### config.mk
export PLATFORM = sky130hd
export DESIGN_NAME = alu_sequencer
export DESIGN_NICKNAME = d
export VERILOG_FILES = /design/src/rtl/alu_pkg.sv /design/src/rtl/alu_sequencer.sv
export SDC_FILE = /design/constraint.sdc
export NUM_CORES = 1
export LEC_CHECK = 0
export CAP_MARGIN = 25
export CORE_ASPECT_RATIO = 0.5
export CORE_MARGIN = 3
export CORE_UTILIZATION = 46
export DETAILED_ROUTE_END_ITERATION = 12
export GPL_TIMING_DRIVEN = 1
export MAX_ROUTING_LAYER = met4
export PLACE_DENSITY = 0.87
export SLEW_MARGIN = 10
export SYNTH_ARGS = -nofsm -noshare
export SYNTH_HDL_FRONTEND = slang
export SYNTH_SLANG_ARGS = --single-unit
export TNS_END_PERCENT = 1
### constraint.sdc
create_clock -name clk -period 3.6 [get_ports clk]
set_input_delay 0.72 -clock clk [delete_from_list [all_inputs] [get_ports clk]]
set_output_delay 0.72 -clock clk [all_outputs]
set_load 0.01 [all_outputs]
### src/rtl/alu_pkg.sv
// Shared definitions for the ALU issue/capture sequencer:
// opcodes, FSM state encoding and per-opcode helpers.
package alu_pkg;

    localparam logic [3:0] OP_ADD = 4'd0;
    localparam logic [3:0] OP_SUB = 4'd1;
    localparam logic [3:0] OP_SHR = 4'd2;
    localparam logic [3:0] OP_SHL = 4'd3;
    localparam logic [3:0] OP_ROR = 4'd4;
    localparam logic [3:0] OP_ROL = 4'd5;
    localparam logic [3:0] OP_AND = 4'd6;
    localparam logic [3:0] OP_OR  = 4'd7;
    localparam logic [3:0] OP_MUL = 4'd8;
    localparam logic [3:0] OP_DIV = 4'd9;
    localparam logic [3:0] OP_NEG = 4'd10;
    localparam logic [3:0] OP_NOT = 4'd11;

    // Hold counter width; MUL_CYCLES/DIV_CYCLES must fit.
    localparam int CNT_W = 8;

    typedef enum logic [1:0] {
        IDLE = 2'd0,
        EXEC = 2'd1,
        DONE = 2'd2
    } state_t;

    function automatic logic is_shift(input logic [3:0] op);
        return (op >= OP_SHR) && (op <= OP_ROL);
    endfunction

    function automatic logic is_legal(input logic [3:0] op);
        return op <= OP_NOT;
    endfunction

    function automatic logic [CNT_W-1:0] op_hold(
        input logic [3:0] op,
        input int         mul_c,
        input int         div_c
    );
        if (op == OP_MUL) return CNT_W'(mul_c);
        if (op == OP_DIV) return CNT_W'(div_c);
        return CNT_W'(1);
    endfunction

endpackage

### src/rtl/alu_sequencer.sv
// Multi-cycle issue/capture front end for the datapath ALU.
// Drives one-hot ctrl and operands, then captures ZHI/ZLO.
module alu_sequencer
    import alu_pkg::*;
#(
    parameter int WIDTH      = 32,
    parameter int MUL_CYCLES = 2,
    parameter int DIV_CYCLES = 4
) (
    input  logic             clk,
    input  logic             clr,
    input  logic             op_valid,
    output logic             op_ready,
    input  logic [3:0]       opcode,
    input  logic [WIDTH-1:0] ra_val,
    input  logic [WIDTH-1:0] rb_val,
    output logic [WIDTH-1:0] alu_a,
    output logic [WIDTH-1:0] alu_b,
    output logic [11:0]      alu_ctrl,
    input  logic [WIDTH-1:0] alu_zhi,
    input  logic [WIDTH-1:0] alu_zlo,
    output logic             res_valid,
    input  logic             res_ready,
    output logic [WIDTH-1:0] res_lo,
    output logic [WIDTH-1:0] res_hi,
    output logic             res_err
);

    state_t           state;
    state_t           state_nx;
    logic [3:0]       op_q;
    logic [CNT_W-1:0] cnt;
    logic             bad_op;
    logic             div0;
    logic             accept;
    logic             last;
    logic             wide_res;

    assign bad_op   = !is_legal(opcode);
    assign div0     = (opcode == OP_DIV) && (rb_val == '0);
    assign accept   = (state == IDLE) && op_valid;
    assign last     = (cnt == CNT_W'(1));
    assign wide_res = (op_q == OP_MUL) || (op_q == OP_DIV);

    // State register.
    always_ff @(posedge clk or negedge clr) begin
        if (!clr) state <= IDLE;
        else      state <= state_nx;
    end

    // Next state and handshake/control outputs.
    always_comb begin
        state_nx  = state;
        op_ready  = 1'b0;
        alu_ctrl  = '0;
        res_valid = 1'b0;
        unique case (state)
            IDLE: begin
                op_ready = clr;
                if (op_valid) begin
                    if (bad_op || div0) state_nx = DONE;
                    else                state_nx = EXEC;
                end
            end
            EXEC: begin
                alu_ctrl = 12'd1 << op_q;
                if (last) state_nx = DONE;
            end
            DONE: begin
                res_valid = 1'b1;
                if (res_ready) state_nx = IDLE;
            end
            default: state_nx = IDLE;
        endcase
    end

    // Operand latch, hold counter and result capture.
    always_ff @(posedge clk or negedge clr) begin
        if (!clr) begin
            op_q    <= '0;
            cnt     <= '0;
            alu_a   <= '0;
            alu_b   <= '0;
            res_lo  <= '0;
            res_hi  <= '0;
            res_err <= 1'b0;
        end else if (accept) begin
            op_q  <= opcode;
            alu_a <= ra_val;
            if (is_shift(opcode)) alu_b <= WIDTH'(rb_val[4:0]);
            else                  alu_b <= rb_val;
            cnt <= op_hold(opcode, MUL_CYCLES, DIV_CYCLES);
            if (bad_op) begin
                res_err <= 1'b1;
                res_lo  <= '0;
                res_hi  <= '0;
            end else if (div0) begin
                res_err <= 1'b1;
                res_lo  <= '0;
                res_hi  <= ra_val;
            end
        end else if (state == EXEC) begin
            cnt <= cnt - CNT_W'(1);
            if (last) begin
                res_lo  <= alu_zlo;
                res_hi  <= wide_res ? alu_zhi : '0;
                res_err <= 1'b0;
            end
        end
    end

endmodule

* Yosys cells after proc, flatten, opt, wreduce, memory -nomap -nowiden
Index checks and enable logic that the tools add are counted.
Widths: inputs -> output; s select.
** Word-level totals
- Input port bits :: 136
- Output and inout port bits :: 143
- Logic and storage cells :: 72
- Register bits after elaboration :: 143
** Cells by class
- Equality and inequality tests :: 11
- Shifts and indexed selects :: 1
- Multiplexer cells :: 36
- Reductions and logical operators :: 12
- $lt $le $gt $ge :: 3
- $add $sub $neg :: 1
** Operators with widths (count)
- $mux 32 :: 12
- $mux 8 :: 6
- $logic_not 32->1 :: 1
- $eq 4x4->1 const B :: 4
- $mux 1 :: 12
- $mux 12 :: 1
- $shl 1x4->12 const A :: 1
- $eq 8x1->1 const B :: 1
- $mux 2 :: 4
- $sub 8x1->8 const B :: 1
- $ne 2x2->1 const B :: 3
- $pmux 2 s3 :: 1
- $reduce_and 3->1 :: 2
- $ge 4x2->1 const B :: 1
- $le 4x3->1 const B :: 1
- $le 4x4->1 const B :: 1
- $reduce_bool 2->1 :: 2
- $logic_and 1x1->1 :: 3
- $ne 3x3->1 const B :: 1
- $eq 2x1->1 const B :: 1
- $eq 2x2->1 const B :: 1
- $logic_not 2->1 :: 1
- $logic_or 1x1->1 :: 2
- $logic_not 1->1 :: 1

* Longest topological paths before layout
- Word-level depth :: 8
- Gate-level depth with buffers :: 8
- Gate-level depth less buffers :: 6

* Worst setup path before layout
Ideal clock, no wire load.
- Path kind :: input-to-reg
- From :: input port rb_val[11]
- To :: register res_lo[0]
- Library setup time :: 0.124 ns
- Arrival time :: 1.993 ns
- Path buffers :: 1
- Required time :: 3.476 ns
- Stages on the path :: 6
- Slack :: 1.483 ns
- Path through :: nor4_1 nand4_1 or2_2 o22ai_1 buf_2 a21oi_1
** Between the ends
- Word-level cells in the longest chain between the ends :: 4
** RTL lines
- start: declaration :: RTL line alu_sequencer.sv:16 : input logic [WIDTH-1:0] rb_val,
- $logic_not 32->1 :: RTL line alu_sequencer.sv:40 : assign div0 = (opcode == OP_DIV) && (rb_val == '0);
- $logic_and 1x1->1 :: RTL line alu_sequencer.sv:40
- $ne 3x3->1 (no source line)
- $reduce_and 3->1 (no source line)
- end signal: assignment :: RTL line alu_sequencer.sv:105 : res_lo <= alu_zlo;
- end: declaration :: RTL line alu_sequencer.sv:24 : output logic [WIDTH-1:0] res_lo,
No other way between the ends.
A chain may end at the register's enable or synchronous reset.

* Final worst setup path
- From :: register state[1]
- To :: output port alu_ctrl[0]
** Between the ends
- Word-level cells in the longest chain between the ends :: 2
** RTL lines
- start: declaration :: RTL line alu_sequencer.sv:29 : state_t state;
- start signal: assignment :: RTL line alu_sequencer.sv:48 : else state <= state_nx;
- $eq 2x1->1 :: RTL line alu_sequencer.sv:57 : unique case (state)
- $mux 12 :: RTL line alu_sequencer.sv:57
- end: declaration :: RTL line alu_sequencer.sv:19 : output logic [11:0] alu_ctrl,
No other way between the ends.

==> run_results.csv <==
group,metric,value,unit
outcome,status,"complete, no violations",
logic_synthesis,ys_dominant_reg_cell,"dfrtp_1",
worst_setup_path,worst-path-max-fanout,7,
logic_synthesis,yosysWarnings,0,
place,numPortBuffers,278,
job,maxCapViolCount,0,
pwr,ir_drop,0.506,mV
timing,layout_setup_ws,0.570,ns
clock_tree,post_cts_buffers,0,
clock_tree,cts_buffers,17,
layout,post-route-util,75.8,%
drt,drc,0,
place,finalWeightedCongestion,0.836,
timing,worst_slew_pin_slew,0.826,ns
logic_synthesis,synthCells,619,
logic_synthesis,synth_top_area_cell,"dfrtp_1",
logic_synthesis,ys_ff_latch,143,
layout,fin_nets,1027,
global_routing,grt-ovfl-total,0,
pwr,power,8.44,mW
worst_setup_path,crit_arrival,2.31,ns
clock_tree,clk_latency,0.41,ns
drt,avgRoutedWirePerCell,18.9,um
drt,wl,20.2,mm
die,core,13100,um2
timing,finalMaxSlewViolations,0,
die,die-area,15300,um2
logic_synthesis,synth_area_leaders,"dfrtp_1 56%, nand2_1 12%, o2bb2ai_2 7.1%, a22o_1 3.7%, a31oi_1 3.2%",
logic_synthesis,netlist.area_leader.share,56.4,%
timing,fin_tns_setup,0,ns
logic_synthesis,syn_avg_cell_area,10.2,um2
drt,drt_iter0_markers,412,
pwr,power.density,853,nW/um2
layout,antennaDiodeCount,0,
logic_synthesis,synth-edff-count,0,
die,die_w,172,um
clock_tree,cts_sinks,143,
drt,vias,5870,
layout,final_layout_size_suffix_gt1_share,9.65,%
die,die_h,89.0,um
global_routing,grt_pass1_vias,5945,
pwr,p_leak,4.33,nW
layout,syn_to_final_growth,56.1,%
place,place_ws,0.395,ns
clock_tree,cts.clk_slew.worst_paths,0.06,ns
clock_tree,tritoncts,"built",
clock_tree,cts.repair.resized,0,
layout,multi_input_area,2530,um2
global_routing,grt_pass1_wl,31.3,mm
clock_tree,cts_max_level,4,
logic_synthesis,ys_types,39,
worst_setup_path,cp-end-kind,"primary output",
clock_tree,clockBufferDepth,2,
die,std_cell_rows,29,
clock_tree,cts-hold-fix-buffers,0,
clock_tree,cts_root_buf,"clkbuf_16",
die,initial_core_util,48.5,%
worst_setup_path,rrSetupSlack,1.17,ns
worst_setup_path,critPathKind,"register to primary output",
place,dp_cells,1037,
timing,timing.fmax,330,MHz
logic_synthesis,netlist_area,6340,um2
worst_setup_path,start_kind,"register",
layout,final-seq-area,3580,um2
logic_synthesis,synth_nets,757,
timing,hold_violations,0,
hold_path,hp-class,"primary input to async pin",
global_routing,grt_use_total,26.9,%
layout,fill_cells,863,
place,place_hpwl,14.2,mm
drt,viasPerCell,5.48,
die,boundaryPins,279,
logic_synthesis,yosysSeqAreaShare,56.4,%
global_routing,antenna_found_initial,0,
timing,rsz0062_at_grt,"false",
timing,setup-violations-final,0,
timing,max_slew_margin,44.9,%
worst_setup_path,worstPathRequired,2.88,ns
drt,ant_nets,0,
timing,period_share,84.2,%
timing,clock_skew,0.0103,ns
global_routing,grt_max_degree,78,
drt,drt-pass1-iter-count,4,
timing,min_period,3.03,ns
logic_synthesis,async_flop_share,100,%
layout,fin_cells,1072,
[worst paths after layout]
path | start | to | cells past startpoint
setup / recovery | state[1] | alu_ctrl[0] | 4
hold / removal | clr | res_lo[25] | 2
min in group clk | alu_a[0] | alu_a[0] | 2
max in group asynchronous | clr | alu_b[25] | 2
hold reg to reg | alu_a[0] | alu_a[0] | 2
setup reg to reg | cnt[5] | res_lo[25] | 6
[placed cells by master (no fill, tap or decap), types with 5 or more instances in the layout]
master	Yosys	layout
clkdlybuf4s50_1	0	277
nor2_1	18	18
a31oi_1	32	32
clkbuf_16	0	17
a21oi_1	33	33
and3_1	32	32
dfrtp_1	143	143
nand2_1	200	199
a22o_1	27	27
buf_4	0	14
nor4_1	10	10
clkinvlp_4	0	5
o2bb2ai_2	30	30
[layout make-up]
class	instances	share of cell area [%]
sequential	143	36.2
timing repair buffer	295	29.9
multi-input combinational	429	25.6
clock buffer	20	4.41
tap	170	2.15
clock inverter	12	1.64
inverter	3	0.114
[layer usage]
| metal | part of all wire, % | GRT usage, % |
|---|---|---|
| met1 | 41 | 32.8 |
| met2 | 52 | 46.2 |
| met3 | 4.1 | 3.98 |
| met4 | 3.2 | 10.2 |
| met5 | 0 | - |
[cells by family (layout without fill, tap and decap cells)]
group           count (synthesis)  count (layout)  share of synthesized area [%]
mux                             2               2                          0.316
xor+xnor                        3               3                          0.414
compound gates                137             137                           18.6
simple gates                  285             285                           19.8
fa+ha+maj                       2               2                          0.395
buf+inv                        47             330                           4.03
flops                         143             143                           56.4
[state kept, by name (all words and copies together) (netlist names)]
signal and cells:
alu_a 32, alu_b 32, res_hi 32, res_lo 32
cnt 8, op_q 4, state 2, res_err 1
[synthesized netlist by cell type, types with 4 or more instances]
| master | count |
|---|---|
| nand2_1 | 200 |
| dfrtp_1 | 143 |
| a21oi_1 | 33 |
| a31oi_1 | 32 |
| and3_1 | 32 |
| o2bb2ai_2 | 30 |
| clkbuf_1 | 28 |
| a22o_1 | 27 |
| nor2_1 | 18 |
| buf_6 | 10 |
| nor4_1 | 10 |
| nand2b_1 | 4 |
| o21ai_0 | 4 |
[worst max-delay path: stages, from the launching register on]
cell             delay, ns
dfrtp_1               0.43
nand2b_1              0.29
or3_1                 0.44
nor3_1                0.17
clkdlybuf4s50_1       0.57
[power breakdown]
part | internal [mW] | switching [mW]
combinational | 2.02 | 1.82
clock | 1.10 | 0.697
sequential | 2.32 | 0.485
[per-stage QoR]
stage	hold slack (ns)	cell area [um2]
after floorplan	0.424	6340
after detailed placement	0.461	9220
after CTS	0.477	9820
after global routing	0.247	9900
final	0.252	9900
after global placement	0.457	9220
No activity file was read; power rests on OpenSTA's default activity.
